--- src/rtl/prog_truth_lut_pkg.sv ---
// Shared types and helpers for the programmable N-input truth-table block.
package prog_truth_lut_pkg;

    localparam int unsigned MAX_ROWS = 64;
    localparam int unsigned IDX_W    = 6;

    typedef enum logic [1:0] {
        IDLE   = 2'd0,
        LOAD   = 2'd1,
        COMMIT = 2'd2
    } cfg_state_t;

    // Number of truth-table rows for n inputs.
    function automatic int unsigned rows_of(input int unsigned n);
        return 32'(1) << n;
    endfunction

    // Row 0 (all-zeros input) lives at the MSB of the table, the all-ones row at the LSB.
    function automatic logic row_bit(input logic [MAX_ROWS-1:0] tbl,
                                     input int unsigned rows,
                                     input int unsigned v);
        logic [IDX_W-1:0] idx;
        idx = IDX_W'(rows - 32'(1) - v);
        return tbl[idx];
    endfunction

endpackage

--- src/rtl/lut_cfg_loader.sv ---
// Serial table loader: collects 2**N_IN bits into a shadow register and strobes commit.
module lut_cfg_loader
    import prog_truth_lut_pkg::*;
#(
    parameter int unsigned N_IN = 3,
    localparam int unsigned ROWS = rows_of(N_IN)
) (
    input  logic            clk,
    input  logic            rst,
    input  logic            cfg_start,
    input  logic            cfg_abort,
    input  logic            cfg_bit_valid,
    input  logic            cfg_bit,
    output logic            busy_c,
    output logic            commit_c,
    output logic [ROWS-1:0] shadow_q
);

    localparam int unsigned CNT_W = N_IN;

    cfg_state_t       state_q, state_d;
    logic [CNT_W-1:0] cnt_q, cnt_d;
    logic [ROWS-1:0]  shadow_d;

    always_ff @(posedge clk) begin
        if (rst) begin
            state_q  <= IDLE;
            cnt_q    <= '0;
            shadow_q <= '0;
        end else begin
            state_q  <= state_d;
            cnt_q    <= cnt_d;
            shadow_q <= shadow_d;
        end
    end

    always_comb begin
        state_d  = state_q;
        cnt_d    = cnt_q;
        shadow_d = shadow_q;
        busy_c   = (state_q != IDLE);
        commit_c = 1'b0;
        unique case (state_q)
            IDLE: begin
                if (cfg_start) begin
                    state_d  = LOAD;
                    cnt_d    = '0;
                    shadow_d = '0;
                end
            end
            LOAD: begin
                // Abort wins over a bit arriving in the same cycle.
                if (cfg_abort) begin
                    state_d  = IDLE;
                    cnt_d    = '0;
                    shadow_d = '0;
                end else if (cfg_bit_valid) begin
                    shadow_d = {shadow_q[ROWS-2:0], cfg_bit};
                    cnt_d    = cnt_q + CNT_W'(1);
                    if (cnt_q == CNT_W'(ROWS - 1)) begin
                        state_d = COMMIT;
                    end
                end
            end
            COMMIT: begin
                commit_c = 1'b1;
                state_d  = IDLE;
                cnt_d    = '0;
            end
            default: begin
                state_d = IDLE;
            end
        endcase
    end

endmodule

--- src/rtl/prog_truth_lut.sv ---
// Programmable N-input Boolean function with serial table load and a 1-entry
// registered valid/ready evaluation stage.
module prog_truth_lut
    import prog_truth_lut_pkg::*;
#(
    parameter int unsigned N_IN = 3,
    parameter logic [(2**N_IN)-1:0] TABLE = 8'h7B
) (
    input  logic            clk,
    input  logic            rst,
    input  logic            cfg_start,
    input  logic            cfg_abort,
    input  logic            cfg_bit_valid,
    input  logic            cfg_bit,
    output logic            cfg_busy,
    output logic            cfg_done,
    input  logic            in_valid,
    output logic            in_ready,
    input  logic [N_IN-1:0] in_data,
    output logic            out_valid,
    input  logic            out_ready,
    output logic            out_data
);

    localparam int unsigned ROWS = rows_of(N_IN);

    logic [ROWS-1:0] tbl_q, tbl_d;
    logic [ROWS-1:0] shadow;
    logic            busy_c;
    logic            commit_c;
    logic            cfg_done_q, cfg_done_d;
    logic            out_valid_q, out_valid_d;
    logic            out_data_q, out_data_d;
    logic            accept_c;

    lut_cfg_loader #(
        .N_IN (N_IN)
    ) u_loader (
        .clk           (clk),
        .rst           (rst),
        .cfg_start     (cfg_start),
        .cfg_abort     (cfg_abort),
        .cfg_bit_valid (cfg_bit_valid),
        .cfg_bit       (cfg_bit),
        .busy_c        (busy_c),
        .commit_c      (commit_c),
        .shadow_q      (shadow)
    );

    always_ff @(posedge clk) begin
        if (rst) begin
            tbl_q       <= TABLE;
            cfg_done_q  <= 1'b0;
            out_valid_q <= 1'b0;
            out_data_q  <= 1'b0;
        end else begin
            tbl_q       <= tbl_d;
            cfg_done_q  <= cfg_done_d;
            out_valid_q <= out_valid_d;
            out_data_q  <= out_data_d;
        end
    end

    // Lookup reads tbl_q, so an accept during COMMIT still sees the old table.
    always_comb begin
        tbl_d       = tbl_q;
        cfg_done_d  = commit_c;
        out_valid_d = out_valid_q;
        out_data_d  = out_data_q;
        in_ready    = !out_valid_q || out_ready;
        accept_c    = in_valid && in_ready;
        if (commit_c) begin
            tbl_d = shadow;
        end
        if (accept_c) begin
            out_valid_d = 1'b1;
            out_data_d  = row_bit(MAX_ROWS'(tbl_q), ROWS, 32'(in_data));
        end else if (out_ready) begin
            out_valid_d = 1'b0;
        end
    end

    assign cfg_busy  = busy_c;
    assign cfg_done  = cfg_done_q;
    assign out_valid = out_valid_q;
    assign out_data  = out_data_q;

endmodule

--- config.mk ---
export PLATFORM = sky130hd
export DESIGN_NAME = prog_truth_lut
export DESIGN_NICKNAME = d
export VERILOG_FILES = /design/src/rtl/prog_truth_lut_pkg.sv /design/src/rtl/lut_cfg_loader.sv /design/src/rtl/prog_truth_lut.sv
export SDC_FILE = /design/constraint.sdc
export NUM_CORES = 1
export LEC_CHECK = 0
export ABC_CLOCK_PERIOD_IN_PS = 1100
export CELL_PAD_IN_SITES_DETAIL_PLACEMENT = 1
export CELL_PAD_IN_SITES_GLOBAL_PLACEMENT = 1
export CORE_ASPECT_RATIO = 0.8
export CORE_UTILIZATION = 33
export DETAILED_ROUTE_END_ITERATION = 12
export HOLD_SLACK_MARGIN = 0.03
export PLACE_DENSITY_LB_ADDON = 0.05
export SLEW_MARGIN = 20
export SYNTH_ARGS = -nofsm -noshare
export SYNTH_HDL_FRONTEND = slang
export SYNTH_SLANG_ARGS = --single-unit
--- constraint.sdc ---
create_clock -name clk -period 1.1 [get_ports clk]
set_input_delay 0.275 -clock clk [delete_from_list [all_inputs] [get_ports clk]]
set_output_delay 0.275 -clock clk [all_outputs]
set_load 0.005 [all_outputs]
==> summary.md, run 1 <==
| Metric | Value |
|---|---|
| Largest net degree at the start of global routing | `16` |
| Max-slew violation count | `0` |
| HPWL after DPL | `roughly 2000 um` |
| Vias in the first global route | `slightly above 1,000` |
| Mapped Cells | `about 120` |
| Worst Reg-to-Reg Cells | `5` |
| CP endpoint | `cfg_busy` |
| Synth Area in Simple Gates | `0.234` |
| Compound-gate portion of the synthesized area | `0.192` |
| Port bufs | `15` |
| Reg2reg end | `u_loader.shadow_q[6]$_SDFFE_PP0P_` |
| Critical Path RT | `just over 0.8 ns` |
| Kind of critical path | `flop to output pin` |
| Post-layout total power | `between 0.0015 and 0.002 W` |
| P per Cell Area | `between 1000 and 1500 nW/um2` |
| Total grt overflow | `0` |
| DR WL/cell | `between 15 and 20 um` |
| Tmin final | `roughly 1.2 ns` |
| TritonCTS clock tree | `built` |
| Syn avg cell area | `about 8.7 um2` |
| Initial DRT Pass Iterations | `4` |
| RR Startpoint | `u_loader.state_q[0]$_SDFFE_PP0P_` |
| Leakage power | `between 0.6 and 0.7 nW` |
| Post-synthesis adder-cell area fraction | `0.0236` |
| Final net count | `about 180` |
| Core Util, Final | `0.559` |
| Area of the multi-input gates | `734 um2` |
| HP Class | `flop to flop` |
| Largest family of logic cells by synthesized area | `simple AND/OR/NAND/NOR gates` |
| Slew @ Worst Pin | `roughly 0.36 ns` |
| Initial antenna violation count | `0` |
| H-tree Lvls | `1` |
| GP Congestion | `0.710` |
| Latest clock arrival within the worst-skew pair | `approximately 0.27 ns` |
| Flop2flop setup slack | `-0.11 ns` |
| Crit-path max FO | `2` |
| Fin. Hold Viols | `0` |
| Drt initial violations | `14` |
| Most common cell after layout, fill and taps aside | `buf_4` |
| Area Overhead vs Synth | `62.3%` |
| Worst Setup SP | `u_loader.state_q[1]$_SDFFE_PP0P_` |
| Max-Cap Viols | `0` |
| Dpl ws | `-0.580 ns` |
| Vias per cell | `5.05` |
| Setup ws final | `-0.113 ns` |
| CTS Buffer Depth | `2` |
| Die X | `between 60 and 70 um` |
| Starting Density | `0.344` |
| Number of synthesized register bits | `24` |
| Synth unique cells | `27` |
| Worst Hold Slack | `~0.49 ns` |
| Area share of xor/xnor cells in the synthesized design | `0` |
| Peak supply drop | `between 500 and 600 uV` |
| Chip Height | `52.7 um` |
| Hold Buf Count CTS | `0` |
| Clk root buf | `clkbuf_8` |
| Reg area | `488 um2` |
| FILL cells | `about 360` |
| Final period util | `1.10` |
| First-pass GRT wire length | `4730 um` |
| Seq/Total Area, Yosys | `0.452` |
| Syn. warnings | `0` |
| Most frequent cells in the layout | `buf_4 (22), nand2_1 (20), dfxtp_1 (18)` |
| Inserted Clock Buffers | `3` |
| Row count | `18` |
| Status | `finished, violations left` |
| Clock Skew | `0.00419 ns` |
| Post-synthesis mux area share | `0.0471` |
| Fmax achieved | `about 820 MHz` |
| Total Wirelength | `3190 um` |
| Failing checks | `negative setup slack` |
| Core box area | `3090 um2` |
| Remaining DRCs | `0` |
| Fraction of layout cells with a size suffix above 1 | `0.475` |
| Reg clk slew, reported paths | `about 0.080 ns` |
| Post-route ant nets | `0` |
| CP Launch Type | `flop` |
| Clk sinks | `24` |
| Setup violators final | `15` |
| Vias | `about 1,000` |
| Setup crit end kind | `output pin` |
| Unrepaired setup endpoints after global routing | `yes` |
| Worst EP arrival | `about 0.94 ns` |
| Post-Syn Nets | `around 140` |
| Top Ports | `16` |
| Die Area | `between 3000 and 4000 um2` |
| Antenna Cells | `0` |
| Synthesized area | `about 1100 um2` |
| Slew HR | `0.759` |
| GRT Total Usage | `0.188` |
-- registers in the layout (all words and copies together), names as in the netlist --
name,count
cfg_done,1
u_loader.cnt_q,3
u_loader.shadow_q,8
out_valid,1
u_loader.state_q,2
out_data,1
tbl_q,8
-- routing by layer --
layer | wire length (um) | global-route usage
met1 | 1370 | 0.234
met2 | 1680 | 0.326
met3 | 113 | 0.0457
met4 | 25 | 0.0435
met5 | 0 | 0
-- worst min-delay path by stage --
stage	start	endpoint	slack, ns	depth (start not counted)
6_report	u_loader.shadow_q[3]$_SDFFE_PP0P_	u_loader.shadow_q[4]$_SDFFE_PP0P_	0.49	2
5_1_grt	tbl_q[0]$_SDFFE_PP1P_	tbl_q[0]$_SDFFE_PP1P_	0.50	2
4_1_cts	tbl_q[7]$_SDFFE_PP0P_	tbl_q[7]$_SDFFE_PP0P_	0.46	2
3_5_place_dp	tbl_q[7]$_SDFFE_PP0P_	tbl_q[7]$_SDFFE_PP0P_	0.45	2
3_3_place_gp	tbl_q[7]$_SDFFE_PP0P_	tbl_q[7]$_SDFFE_PP0P_	0.45	2
2_1_floorplan	rst	tbl_q[0]$_SDFFE_PP1P_	0.38	1
-- worst max-delay path, stage by stage, from the launching register on --
cell and delay [ns]:
dfxtp_2 0.33, or2_1 0.22, buf_2 0.13
-- metrics by stage --
stage | instance area [um2] | TNS, ns | std cells
floorplan | 1060 | 0 | 122
global placement | 1370 | -7.43 | 189
detailed placement | 1370 | -8.75 | 189
CTS | 1570 | -1.19 | 199
global route | 1720 | -1.90 | 202
finish | 1720 | -1.24 | 202
-- cells by family (layout without fill, tap and decap cells) --
| group | Yosys count | after routing |
|---|---|---|
| buffers and inverters | 11 | 51 |
| DFF | 24 | 24 |
| muxes | 5 | 5 |
| AOI/OAI and AO/OA | 32 | 32 |
| adders and majority gates | 2 | 2 |
| and+or+nand+nor | 48 | 48 |
-- layout make-up --
type,instances,area share
multi-input cells,87,0.426
flip-flops and latches,24,0.283
repair buffers,44,0.224
clock buffers,4,0.0319
well taps,40,0.0290
inverters,3,0.00653
-- repair_timing --
item | 4_1_cts | 5_1_grt
resized for setup | 52 | 29
pin swaps | 9 | 10
buffers inserted | 9 | 6
setup endpoints to repair | 27 | 26
endpoints found under the hold margin | 0 | 0
-- synth_stat cells --
library cell / count / area (um2)
or2_1: 1 / 6.26
a22oi_1: 1 / 7.51
inv_1: 3 / 11.3
nand2b_1: 3 / 18.8
nor2_1: 3 / 11.3
and2b_1: 1 / 7.51
buf_4: 1 / 7.51
nand2_1: 26 / 97.6
buf_2: 1 / 5.00
a2111oi_1: 1 / 10.0
and3b_1: 1 / 8.76
clkbuf_1: 5 / 18.8
nor3b_2: 1 / 12.5
dfxtp_1: 24 / 480
nor2b_1: 3 / 18.8
ha_1: 2 / 25.0
nor3_1: 1 / 5.00
buf_6: 1 / 11.3
o21bai_1: 2 / 15.0
o211ai_1: 3 / 22.5
mux2i_1: 5 / 50.1
o31ai_1: 8 / 60.1
and4bb_1: 1 / 12.5
a21oi_1: 16 / 80.1
nand3b_1: 6 / 45.0
a31o_1: 1 / 8.76
nand3_1: 1 / 5.00
-- report_power, final --
| group | total [W] | leakage, nW | internal, W | switching, W |
|---|---|---|---|---|
| clock network | 0.000599 | 0.0288 | 0.000320 | 0.000280 |
| registers | 0.000886 | 0.197 | 0.000880 | 0.00000678 |
| logic | 0.000242 | 0.458 | 0.000128 | 0.000114 |
Power figures use the tool's default switching activity.
==> run 2: changes to the inputs <==
--- a/config.mk
+++ b/config.mk
@@ -10,6 +10,7 @@
 export CELL_PAD_IN_SITES_GLOBAL_PLACEMENT = 1
 export CORE_ASPECT_RATIO = 0.8
 export CORE_UTILIZATION = 33
+export CTS_CLUSTER_DIAMETER = 150
 export DETAILED_ROUTE_END_ITERATION = 12
 export HOLD_SLACK_MARGIN = 0.03
 export PLACE_DENSITY_LB_ADDON = 0.05
==> results of run 2 <==
Final layout, timing and power as in run 1 (identical DEF).
